==> config.mk <==
export PLATFORM = sky130hd
export DESIGN_NAME = seg_mux_display
export DESIGN_NICKNAME = d
export VERILOG_FILES = /design/src/rtl/seg_mux_display.sv
export SDC_FILE = /design/constraint.sdc
export NUM_CORES = 1
export LEC_CHECK = 0
export ABC_AREA = 1
export CORE_MARGIN = 10
export CORE_UTILIZATION = 55
export DETAILED_ROUTE_END_ITERATION = 8
export GPL_ROUTABILITY_DRIVEN = 0
export PLACE_DENSITY_LB_ADDON = 0.15
export SKIP_LAST_GASP = 1
export SLEW_MARGIN = 20
export SYNTH_ARGS = -nofsm -noshare
export SYNTH_HDL_FRONTEND = slang
export SYNTH_SLANG_ARGS = --single-unit
==> constraint.sdc <==
create_clock -name clk -period 3 [get_ports clk]
set_clock_uncertainty 0.2 [all_clocks]
set_input_delay 0.6 -clock clk [delete_from_list [all_inputs] [get_ports clk]]
set_output_delay 0.6 -clock clk [all_outputs]
set_load 0.005 [all_outputs]
==> src/rtl/seg_mux_display.sv <==
// Multiplexed 7-segment display driver for NUM_DIGITS common-cathode digits.
// The value is double-buffered so it changes only at a frame boundary.
// Each digit can be blanked individually. Brightness is set by PWM.
// The whole display can blink, and a colon output is provided.
module seg_mux_display #(
  parameter int NUM_DIGITS  = 4,
  parameter int REFRESH_DIV = 3840,
  parameter int BLINK_DIV   = 8000000,
  parameter int BRIGHT_BITS = 4
) (
  input  logic                    clk,
  input  logic                    reset,
  input  logic [4*NUM_DIGITS-1:0] value_in,
  input  logic [NUM_DIGITS-1:0]   blank_in,
  input  logic                    load,
  input  logic [BRIGHT_BITS-1:0]  brightness,
  input  logic                    blink_en,
  input  logic [1:0]              colon_mode,
  output logic [NUM_DIGITS-1:0]   comm,
  output logic [6:0]              seg,
  output logic                    colon,
  output logic                    blink_phase,
  output logic                    frame_tick
);

  localparam int IDX_W = $clog2(NUM_DIGITS);
  localparam int REF_W = $clog2(REFRESH_DIV + 1);
  localparam int BLK_W = $clog2(BLINK_DIV + 1);
  localparam logic [REF_W-1:0] REF_LAST = REF_W'(REFRESH_DIV - 1);
  localparam logic [BLK_W-1:0] BLK_LAST = BLK_W'(BLINK_DIV - 1);
  localparam logic [IDX_W-1:0] IDX_LAST = IDX_W'(NUM_DIGITS - 1);

  logic [REF_W-1:0]        ref_cnt;
  logic [BLK_W-1:0]        blink_cnt;
  logic [BRIGHT_BITS-1:0]  pwm_cnt;
  logic [IDX_W-1:0]        idx;
  logic                    slot_tick;
  logic                    wrap;

  logic [4*NUM_DIGITS-1:0] staging_val;
  logic [NUM_DIGITS-1:0]   staging_blank;
  logic                    pending;
  logic [4*NUM_DIGITS-1:0] shadow_val;
  logic [NUM_DIGITS-1:0]   shadow_blank;

  logic [3:0]              nib_p0;
  logic                    pwm_on_p0;
  logic                    lit_p0;
  logic [NUM_DIGITS-1:0]   comm_p0;
  logic [6:0]              seg_p0;
  logic                    colon_p0;

  // Convert a hex digit to its segment pattern, ordered g..a (bit 0 = a).
  function automatic logic [6:0] hex_to_seg(input logic [3:0] nib);
    logic [6:0] s;
    case (nib)
      4'h0: s = 7'h3F;
      4'h1: s = 7'h06;
      4'h2: s = 7'h5B;
      4'h3: s = 7'h4F;
      4'h4: s = 7'h66;
      4'h5: s = 7'h6D;
      4'h6: s = 7'h7D;
      4'h7: s = 7'h07;
      4'h8: s = 7'h7F;
      4'h9: s = 7'h6F;
      4'hA: s = 7'h77;
      4'hB: s = 7'h7C;
      4'hC: s = 7'h39;
      4'hD: s = 7'h5E;
      4'hE: s = 7'h79;
      default: s = 7'h71;
    endcase
    return s;
  endfunction

  assign slot_tick = (ref_cnt == '0);
  assign wrap      = slot_tick && (idx == IDX_LAST);

  // The slot timer counts down and reloads, so one slot lasts exactly REFRESH_DIV cycles.
  always_ff @(posedge clk) begin
    if (reset) ref_cnt <= REF_LAST;
    else if (slot_tick) ref_cnt <= REF_LAST;
    else ref_cnt <= ref_cnt - 1'b1;
  end

  // Scan index advance. frame_tick is registered together with the index wrap.
  always_ff @(posedge clk) begin
    if (reset) begin
      idx        <= '0;
      frame_tick <= 1'b0;
    end else begin
      frame_tick <= wrap;
      if (slot_tick) idx <= (idx == IDX_LAST) ? '0 : idx + 1'b1;
    end
  end

  // Double buffer. Staged data moves to shadow only at a wrap. If a load
  // arrives in the wrap cycle, the older staged value commits and the new
  // load stays pending for the next wrap.
  always_ff @(posedge clk) begin
    if (reset) begin
      staging_val   <= '0;
      staging_blank <= '0;
      pending       <= 1'b0;
      shadow_val    <= '0;
      shadow_blank  <= '0;
    end else begin
      if (wrap && pending) begin
        shadow_val   <= staging_val;
        shadow_blank <= staging_blank;
      end
      if (load) begin
        staging_val   <= value_in;
        staging_blank <= blank_in;
        pending       <= 1'b1;
      end else if (wrap) begin
        pending <= 1'b0;
      end
    end
  end

  // Free-running PWM counter that wraps naturally.
  always_ff @(posedge clk) begin
    if (reset) pwm_cnt <= '0;
    else pwm_cnt <= pwm_cnt + 1'b1;
  end

  // Blink half-period timer. blink_phase toggles each time the timer reloads.
  always_ff @(posedge clk) begin
    if (reset) begin
      blink_cnt   <= BLK_LAST;
      blink_phase <= 1'b1;
    end else if (blink_cnt == '0) begin
      blink_cnt   <= BLK_LAST;
      blink_phase <= ~blink_phase;
    end else begin
      blink_cnt <= blink_cnt - 1'b1;
    end
  end

  // Stage 0: decide whether the current digit is lit, and build the pin values.
  always_comb begin
    nib_p0    = shadow_val[4*idx +: 4];
    pwm_on_p0 = (pwm_cnt < brightness) || (&brightness);
    lit_p0    = pwm_on_p0 && !shadow_blank[idx] && !(blink_en && !blink_phase);
    comm_p0   = lit_p0 ? ~(NUM_DIGITS'(1) << idx) : '1;
    seg_p0    = lit_p0 ? hex_to_seg(nib_p0) : 7'h00;
    case (colon_mode)
      2'b01:   colon_p0 = 1'b1;
      2'b10:   colon_p0 = blink_phase;
      default: colon_p0 = 1'b0;
    endcase
  end

  // Stage 1: registered pin outputs.
  always_ff @(posedge clk) begin
    if (reset) begin
      comm  <= '1;
      seg   <= 7'h00;
      colon <= 1'b0;
    end else begin
      comm  <= comm_p0;
      seg   <= seg_p0;
      colon <= colon_p0;
    end
  end

endmodule

; ---- Word level (Yosys, flattened, before mapping)
; Memories as Yosys holds them, arrays and structs flattened. A register that Yosys moved wholly into a read port is not among the register bits.
; Cells that the tools add are included.
[word_totals]
output_inout_bits = 14
mem_bits_ro = 112
reg_bits = 89
n_memories = 1
inputBits = 30
[mem_list]
columns = memory, depth, word_bits, read_ports, rd_ports_with_merged_regs, wr, line_no
row1 = (no name shown), 16, 7, 1, 1, 0, 56  ; case (nib)
[classes]
eq_ne = 3
shifts = 2
n_mux = 6
reduce_logical = 16
n_bitwise = 3
magnitude_cmp = 2
addsub = 4
[ops]
columns = op, count
row1 = $logic_not 23->1, 1
row2 = $sub 23x1->23 const B, 1
row3 = $shiftx 16x5->4, 1
row4 = $logic_not 12->1, 1
row5 = $sub 12x1->12 const B, 1
row6 = $reduce_or 2->1, 3
row7 = $logic_and 1x1->1, 5
row8 = $add 4x1->4 const B, 1
row9 = $eq 2x2->1 const B, 2
row10 = $lt 4x4->1, 1
row11 = $not 4->4, 1
row12 = $reduce_and 4->1, 1
row13 = $shl 1x2->4 const A, 1
row14 = $logic_not 1->1, 3
row15 = $lt 2x3->1 const B, 1
row16 = $mux 1, 3
row17 = $add 2x1->2 const B, 1
row18 = $bmux 1 s2, 1
row19 = $eq 2x1->1 const B, 1
row20 = $mux 2, 1
row21 = $not 1->1, 2
row22 = $pmux 1 s2, 1
row23 = $reduce_bool 2->1, 1
row24 = $logic_or 1x1->1, 1

; ---- Depth between registers and ports, before layout
; Gate-level depths: netlist of run 1.
[depth]
depth_word = 7
depth_mapped = 12
mapped_depth_nobuf = 11

; ---- Least setup slack after synthesis of run 1
; No wires, ideal clock.
[synth_timing]
path_kind = reg-to-reg
start = register idx[0]
end = register seg[3]
path_buffers = 2
stages_incl_launch_ff = 11
setup_slack_ps = 948
arrival_time_ps = 1739
setup_time_ps = 113
path_cell_list = dfxtp_1 buf_2 buf_2 nand2_1 a32oi_1 inv_1 ha_1 nand2_1 nand2_1 nor2_1 nor2_1
[synth_between]
elab_chain_cells = 7
[synth_lines]
columns = element, line_no
row1 = start: declaration, 36  ; logic [IDX_W-1:0] idx;
row2 = start signal: assignment, 94  ; if (slot_tick) idx <= (idx == IDX_LAST) ? '0 : idx + 1'b1;
row3 = $bmux 1 s2, 146  ; lit_p0 = pwm_on_p0 && !shadow_blank[idx] && !(blink_en && !blink_phase);
row4 = $mux 1 (not written as such), 146
row5 = $logic_not 1->1, 146
row6 = $logic_and 1x1->1 (2 in a row), 146
row7 = $not 1->1 (no source line), --
row8 = $reduce_or 2->1 (no source line), --
row9 = end: declaration, 20  ; output logic [6:0] seg,
; Several ways; a longest one is shown, not always the timed one. The select of a mux whose other input is x is not followed.
; A chain may end at the register's enable or synchronous reset.

; ---- Final worst setup path of run 1
; Ends and elaborated chain as after synthesis.

==> run_results.csv, run 1 <==
group,metric,value,unit
detailed_routing,dr.pass1.iters,5,
detailed_routing,ant_nets,0,
setup_path,critical_path_class,"flip-flop to flip-flop",
synth,yosys_warnings,0,
power,power_density,426.9,nW/µm²
final_layout,fin_cells,816,
power,ir_worst_vdd,0.0002769,V
synth,synth_commonest_cells,"154 x nand2_1, 104 x inv_1, 96 x dfxtp_1",
final_layout,area_growth,14.65,%
clock_tree,cts_tree,"built",
detailed_routing,wl_per_cell,11.51,µm
die,fp.coreArea,8175,µm²
clock_tree,cts_root_buf,"clkbuf_8",
final_layout,n_fill_cell,761,
global_route,grt_usage,15.24,%
global_route,gr-total-overflow,0,
synth,synth_compound_area_share,8.573,%
setup_path,path_cells,"nand2_1 > a32oi_1 > inv_1 > ha_1 > nand2_1 > nand2_1 > nor2_1 > nor2_1",
synth,async_flop_share,0,%
setup_path,path_common_cell,"nand2_1",
die,initial_core_util,56.41,%
synth,yosys.area_share.simple,30.79,%
synth,synth.avg_cell_area,6.914,µm²
final_layout,antenna_cells,0,
power,p_sw,549.0,µW
synth,synth_nets,718,
power,p_int,1.708,mW
clock_tree,cts.sinks,96,
synth,ys_top_cells_by_area,"dfxtp_1 42%, nand2_1 13%, inv_1 8.5%",
die,fp-row-count,33,
sta,finalHoldViolations,0,
global_route,antenna_found_initial,0,
setup_path,cp-start-kind,"flip-flop",
sta,worst_pin_slew,0.6369,ns
sta,slew_viol_final,0,
worst_hold_path,hp-class,"flip-flop to flip-flop",
synth,synth_cell_types,30,
sta,period_needed,2.317,ns
synth,synth_top_family_by_area,"simple AND/OR/NAND/NOR gates",
die,die_w,111.6,µm
setup_path,arrival,2.37,ns
final_layout,num-nets-final,757,
global_route,grt_first_pass_wirelength,16.74,mm
power,pwr-share-seq,58.8,%
setup_path,cp-endpoint,"seg[3]",
place,placedCellCount,800,
power,combPwrFrac,7.9,%
setup_path,critPathMaxStageDelay,0.74,ns
synth,syn_area,4612,µm²
clock_tree,insertion_delay,0.36,ns
clock_tree,cts_made_buffers,9,
sta,max_freq,431.5,MHz
synth,synth_edf_count,0,
clock_tree,cts_buffer_depth,2,
die,die_area,12450,µm²
detailed_routing,drt_first_iter_violations,195,
synth,ys.flop_type,"dfxtp_1",
clock_tree,path_clk_slew,0.10,ns
detailed_routing,viasPerCell,4.949,
sta,tns,0,ns
synth,synth_top_area_share,41.67,%
die,ios,44,
place,pre_cts_slack,0.5983,ns
sta,finalCritPeriodShare,77.25,%
setup_path,cp_slowest_cell,"dfxtp_1",
power,p_sw_share,24.32,%
clock_tree,cts_hold_buffers,0,
power,clkPwrFrac,33.3,%
sta,layout_setup_ws,0.6825,ns
power,p_leak,2.327,nW
synth,ys_ff_latch,96,
detailed_routing,drc_errors,0,
final_layout,layout-drive-gt1-share,5.345,%
setup_path,crit_fanout,20,
clock_tree,post-cts-setup-buffer-count,0,
clock_tree,cts_resized,0,
sta,setup_viol,0,
detailed_routing,wl,9.393,mm
global_route,grt_max_degree,45,
setup_path,critPathLaunch,"idx[0]",
synth,yosys.area.top_type,"dfxtp_1",
sta,slew_headroom,57.48,%
sta,rsz0062_at_grt,"no",
flow_run,cap_violations,0,
synth,synth_xor_area_share,1.899,%
place,hpwl,6.974,mm
global_route,grt_pass1_vias,3873,
synth,synthMuxAreaShare,0,%
synth,seq_area_frac_synth,41.67,%
clock_tree,cts_max_level,3,
synth,synthCells,667,
place,io_buffers,43,
die,die_h,111.6,µm
setup_path,reg2reg_from,"idx[0]",
detailed_routing,vias,4038,
synth,synth_most_common_cell,"nand2_1",
run_status,status,"finished clean",
setup_path,rr_worst_depth,8,
setup_path,reg2reg_slack,0.68,ns
setup_path,critPathCaptureType,"flip-flop",
setup_path,r2r-end,"seg[3]",
synth,synth_fa_ha_area_share,5.697,%
setup_path,critPathRequiredTime,3.05,ns
stage by stage:
step           utilization (%)  total power [mW]  hold WS [ns]  area [µm²]
2_1_floorplan                -             1.454        0.1651        4612
3_3_place_gp             62.57             1.531        0.1751        5115
3_5_place_dp             62.57             1.537        0.1909        5115
4_1_cts                  64.68             2.283        0.2156        5288
5_1_grt                  64.68             2.372        0.2372        5288
6_report                 64.68             2.257        0.2118        5288
critical path, delay by kind of cell (launching register included):
kind / cells / cell delay (ns)
AO/OA/AOI/OAI: 1 / 0.40
adder cells (fa/ha/maj): 1 / 0.32
buffers and inverters: 1 / 0.17
flip-flops: 1 / 0.74
AND/OR/NAND/NOR: 5 / 0.37
metal layers:
metal	up-vias	global-route usage, %	wire, µm
met5	-	0	0
met4	0	2.828	80
met3	10	5.046	513
met2	93	26.06	4358
met1	1782	18.30	4440
li1	2153	-	-
final cells by class:
type                            instances  area [µm²]  share of cell area [%]
Tap cell                              105       131.4                   2.485
Timing Repair Buffer                   49       475.5                   8.992
Clock inverter                          5       41.29                  0.7809
Multi-Input combinational cell        438        2166                   40.96
Sequential cell                        96        1922                   36.35
Inverter                              112       420.4                   7.951
Clock buffer                           11       131.4                   2.485
sequential cells by signal (all words and copies together), names as in the netlist:
name	flops
pwm_cnt	4
frame_tick	1
pending	1
ref_cnt	12
blink_cnt	23
shadow_val	16
colon	1
comm	4
staging_blank	4
blink_phase	1
shadow_blank	4
staging_val	16
idx	2
seg	7
placed cells by master, fill, tap and decap left out:
cell type	n
inv_1	104
a32oi_1	1
inv_6	1
xnor2_1	5
clkinvlp_4	2
ha_1	21
or2_0	2
nand3_2	2
o31ai_1	1
a21oi_1	39
clkbuf_1	2
o211ai_1	1
nor2_4	1
o21ai_0	26
a31oi_1	1
clkbuf_8	9
nand4_1	25
o21ai_1	8
nand2_4	1
dfxtp_1	96
buf_4	6
clkdlybuf4s50_1	43
inv_2	8
nor2_1	89
clkinv_4	2
or2_1	1
nor3_1	5
nand3_1	41
xor2_1	5
nor2_2	6
nand2_1	154
nand3b_1	3
cell families (layout without fill, tap and decap cells):
family / after synthesis / after routing
AND/OR/NAND/NOR: 330 / 330
adder cells (fa/ha/maj): 21 / 21
flip-flops: 96 / 96
AO/OA/AOI/OAI: 77 / 77
XOR/XNOR: 10 / 10
buffers and inverters: 133 / 177
power by group through the flow:
stage | logic [mW] | clock network [mW] | registers [mW]
6_report | 0.179 | 0.751 | 1.33
4_1_cts | 0.181 | 0.775 | 1.33
3_5_place_dp | 0.181 | 0 | 1.36
2_1_floorplan | 0.0971 | 0 | 1.36
3_3_place_gp | 0.176 | 0 | 1.36
5_1_grt | 0.204 | 0.836 | 1.33
worst min-delay path by stage:
stage,cells after the start,startpoint,end
floorplan,1,blink_cnt[0],blink_cnt[0]
global placement,1,blink_cnt[0],blink_cnt[0]
detailed placement,1,ref_cnt[0],ref_cnt[0]
CTS,1,ref_cnt[0],ref_cnt[0]
global route,1,ref_cnt[0],ref_cnt[0]
finish,1,ref_cnt[0],ref_cnt[0]
(Power assumes the default switching activity.)
==> run 2, diff against run 1 <==
--- a/config.mk
+++ b/config.mk
@@ -7,7 +7,7 @@
 export LEC_CHECK = 0
 export ABC_AREA = 1
 export CORE_MARGIN = 10
-export CORE_UTILIZATION = 55
+export CORE_UTILIZATION = 52
 export DETAILED_ROUTE_END_ITERATION = 8
 export GPL_ROUTABILITY_DRIVEN = 0
 export PLACE_DENSITY_LB_ADDON = 0.15
==> constraint.sdc (replaced) <==
create_clock -name clk -period 2.06 [get_ports clk]
set_clock_uncertainty 0.2 [all_clocks]
set_input_delay 0.412 -clock clk [delete_from_list [all_inputs] [get_ports clk]]
set_output_delay 0.412 -clock clk [all_outputs]
set_load 0.005 [all_outputs]
==> run 2 against run 1 <==
Hold slack worse by 0.0091 ns. Final area is 2.7% higher. Core utilization is 2.1 points lower. Count of clock-buffer cells in the layout is 2 lower. Clock power is 64% higher. Total power is 52% higher. Sequential share of layout area is 0.92 points lower. Global-route usage hardly changed. Critical path depth is 7 lower. Critical endpoint is now blink_phase. Largest cell class unchanged.
==> run_results.csv, run 2 (synthesis gave the netlist of run 1 again) <==
group,metric,value,unit
sta,period_needed,1.879,ns
final_layout,top_register,"blink_cnt",
run_status,status,"finished clean",
detailed_routing,wl,9.691,mm
place,placedCellCount,814,
final_layout,antenna_cells,0,
die,fp-row-count,34,
setup_path,critPathTopFamily,"buffers and inverters",
final_layout,layout-drive-gt1-share,7.202,%
die,initial_core_util,53.14,%
final_layout,final_common_cell,"nand2_1",
place,pre_cts_slack,-0.1154,ns
global_route,grt_pass1_vias,3910,
die,ios,44,
global_route,antenna_found_initial,0,
final_layout,area_growth,17.72,%
final_layout,utilization,62.56,%
final_layout,reg.largest.list,"blink_cnt (23), shadow_val (16), staging_val (16)",
power,combPwrFrac,8.0,%
detailed_routing,wl_per_cell,11.68,µm
setup_path,critPathMaxStageDelay,0.53,ns
place,io_buffers,43,
sta,finalHoldViolations,0,
clock_tree,post-cts-setup-buffer-count,0,
power,power_density,633.8,nW/µm²
power,p_sw_share,24.10,%
final_layout,largest_reg_flops,23,
clock_tree,insertion_delay,0.37,ns
power,ir_worst_vdd,0.0004115,V
place,hpwl,7.177,mm
detailed_routing,drc_errors,0,
detailed_routing,viasPerCell,4.945,
global_route,grt_first_pass_wirelength,17.03,mm
flow_run,cap_violations,0,
sta,whs,0.2027,ns
sta,slew_headroom,66.47,%
sta,max_freq,532.3,MHz
power,p_int,2.612,mW
power,clkPwrFrac,35.8,%
sta,setup_viol,0,
setup_path,critPathRequiredTime,1.45,ns
global_route,grt_max_degree,42,
setup_path,arrival,1.27,ns
clock_tree,cts_buffer_depth,2,
sta,worst_pin_slew,0.4991,ns
setup_path,path_cells,"clkdlybuf4s50_1",
final_layout,layout_common_cells,"154 x nand2_1, 104 x inv_1, 95 x dfxtp_1, 89 x nor2_1, 43 x clkdlybuf4s50_1",
clock_tree,cts_made_buffers,9,
clock_tree,cts_hold_buffers,0,
final_layout,num-nets-final,768,
sta,slew_viol_final,0,
power,pwr-share-seq,56.2,%
final_layout,fin_cells,830,
setup_path,critPathCaptureType,"output port",
detailed_routing,wl_met3,477,µm
clock_tree,cts_tree,"built",
detailed_routing,m1WireLength,4.614,mm
die,die_area,13040,µm²
detailed_routing,routed.top_layer,"met4",
clock_tree,cts.sinks,96,
clock_tree,cts_max_level,3,
setup_path,crit_fanout,4,
detailed_routing,ant_nets,0,
detailed_routing,met2_wirelength,4.473,mm
power,p_sw,829.2,µW
global_route,grt_usage,15.24,%
die,die_w,114.2,µm
detailed_routing,dr.pass1.iters,4,
setup_path,critical_path_class,"flip-flop to output port",
setup_path,path_buf_inv,1,
die,fp.coreArea,8678,µm²
clock_tree,path_clk_slew,0.09,ns
setup_path,cp_slowest_cell,"clkdlybuf4s50_1",
global_route,gr-total-overflow,0,
detailed_routing,vias,4104,
setup_path,cp-start-kind,"flip-flop",
worst_hold_path,hp-class,"flip-flop to flip-flop",
die,die_h,114.2,µm
clock_tree,cts_root_buf,"clkbuf_8",
power,p_leak,2.410,nW
sta,rsz0062_at_grt,"no",
detailed_routing,drt_first_iter_violations,223,
sta,layout_setup_ws,0.1814,ns
final_layout,n_fill_cell,811,
sta,finalCritPeriodShare,91.19,%
setup_path,reg2reg_slack,0.18,ns
run 2: metal layers:
layer | GRT usage, % | up-vias
li1 | - | 2187
met1 | 18.74 | 1814
met2 | 25.36 | 92
met3 | 3.721 | 11
met4 | 5.263 | 0
met5 | 0 | -
run 2: worst register-to-register path: stages (launching register included):
cell and delay, ns:
dfxtp_1 0.33, inv_1 0.10, ha_1 0.19, nand4_1 0.15, nor2_4 0.27, buf_4 0.27, nand4_1 0.15, nand2_1 0.09
nor2_1 0.04
run 2: layout make-up:
cell class,instances,area (µm²),area share [%]
clock buffer,9,123.9,2.282
tap,108,135.1,2.489
sequential,96,1923,35.42
multi-input combinational,438,2173,40.03
clock inverter,7,70.07,1.291
timing repair buffer,60,583.1,10.74
inverter,112,420.4,7.744
run 2: worst paths after layout:
kind                              startpoint              to  cells past startpoint
worst max-delay path             blink_phase     blink_phase                      1
worst min-delay path            blink_cnt[0]    blink_cnt[0]                      1
worst max register to register    ref_cnt[0]  shadow_val[14]                      8
worst min register to register  blink_cnt[0]    blink_cnt[0]                      1
run 2: repair_timing:
| item | in CTS | in global routing |
|---|---|---|
| hold endpoints to repair | 0 | 0 |
| gates resized for setup | 0 | 2 |
| endpoints found under the setup margin | 0 | 26 |
run 2: power groups by stage:
stage / clock network [mW] / registers [mW] / logic, mW
finish: 1.23 / 1.94 / 0.275
CTS: 1.25 / 1.94 / 0.277
floorplan: 0 / 1.98 / 0.141
global route: 1.33 / 1.94 / 0.313
global placement: 0 / 1.98 / 0.267
detailed placement: 0 / 1.98 / 0.276
run 2: per-stage QoR:
stage / total power, mW / TNS (ns) / cell area [µm²]
floorplan: 2.117 / 0 / 4612
global placement: 2.243 / -0.2111 / 5226
detailed placement: 2.255 / -0.6365 / 5226
CTS: 3.464 / 0 / 5420
global route: 3.581 / 0 / 5429
finish: 3.441 / 0 / 5429
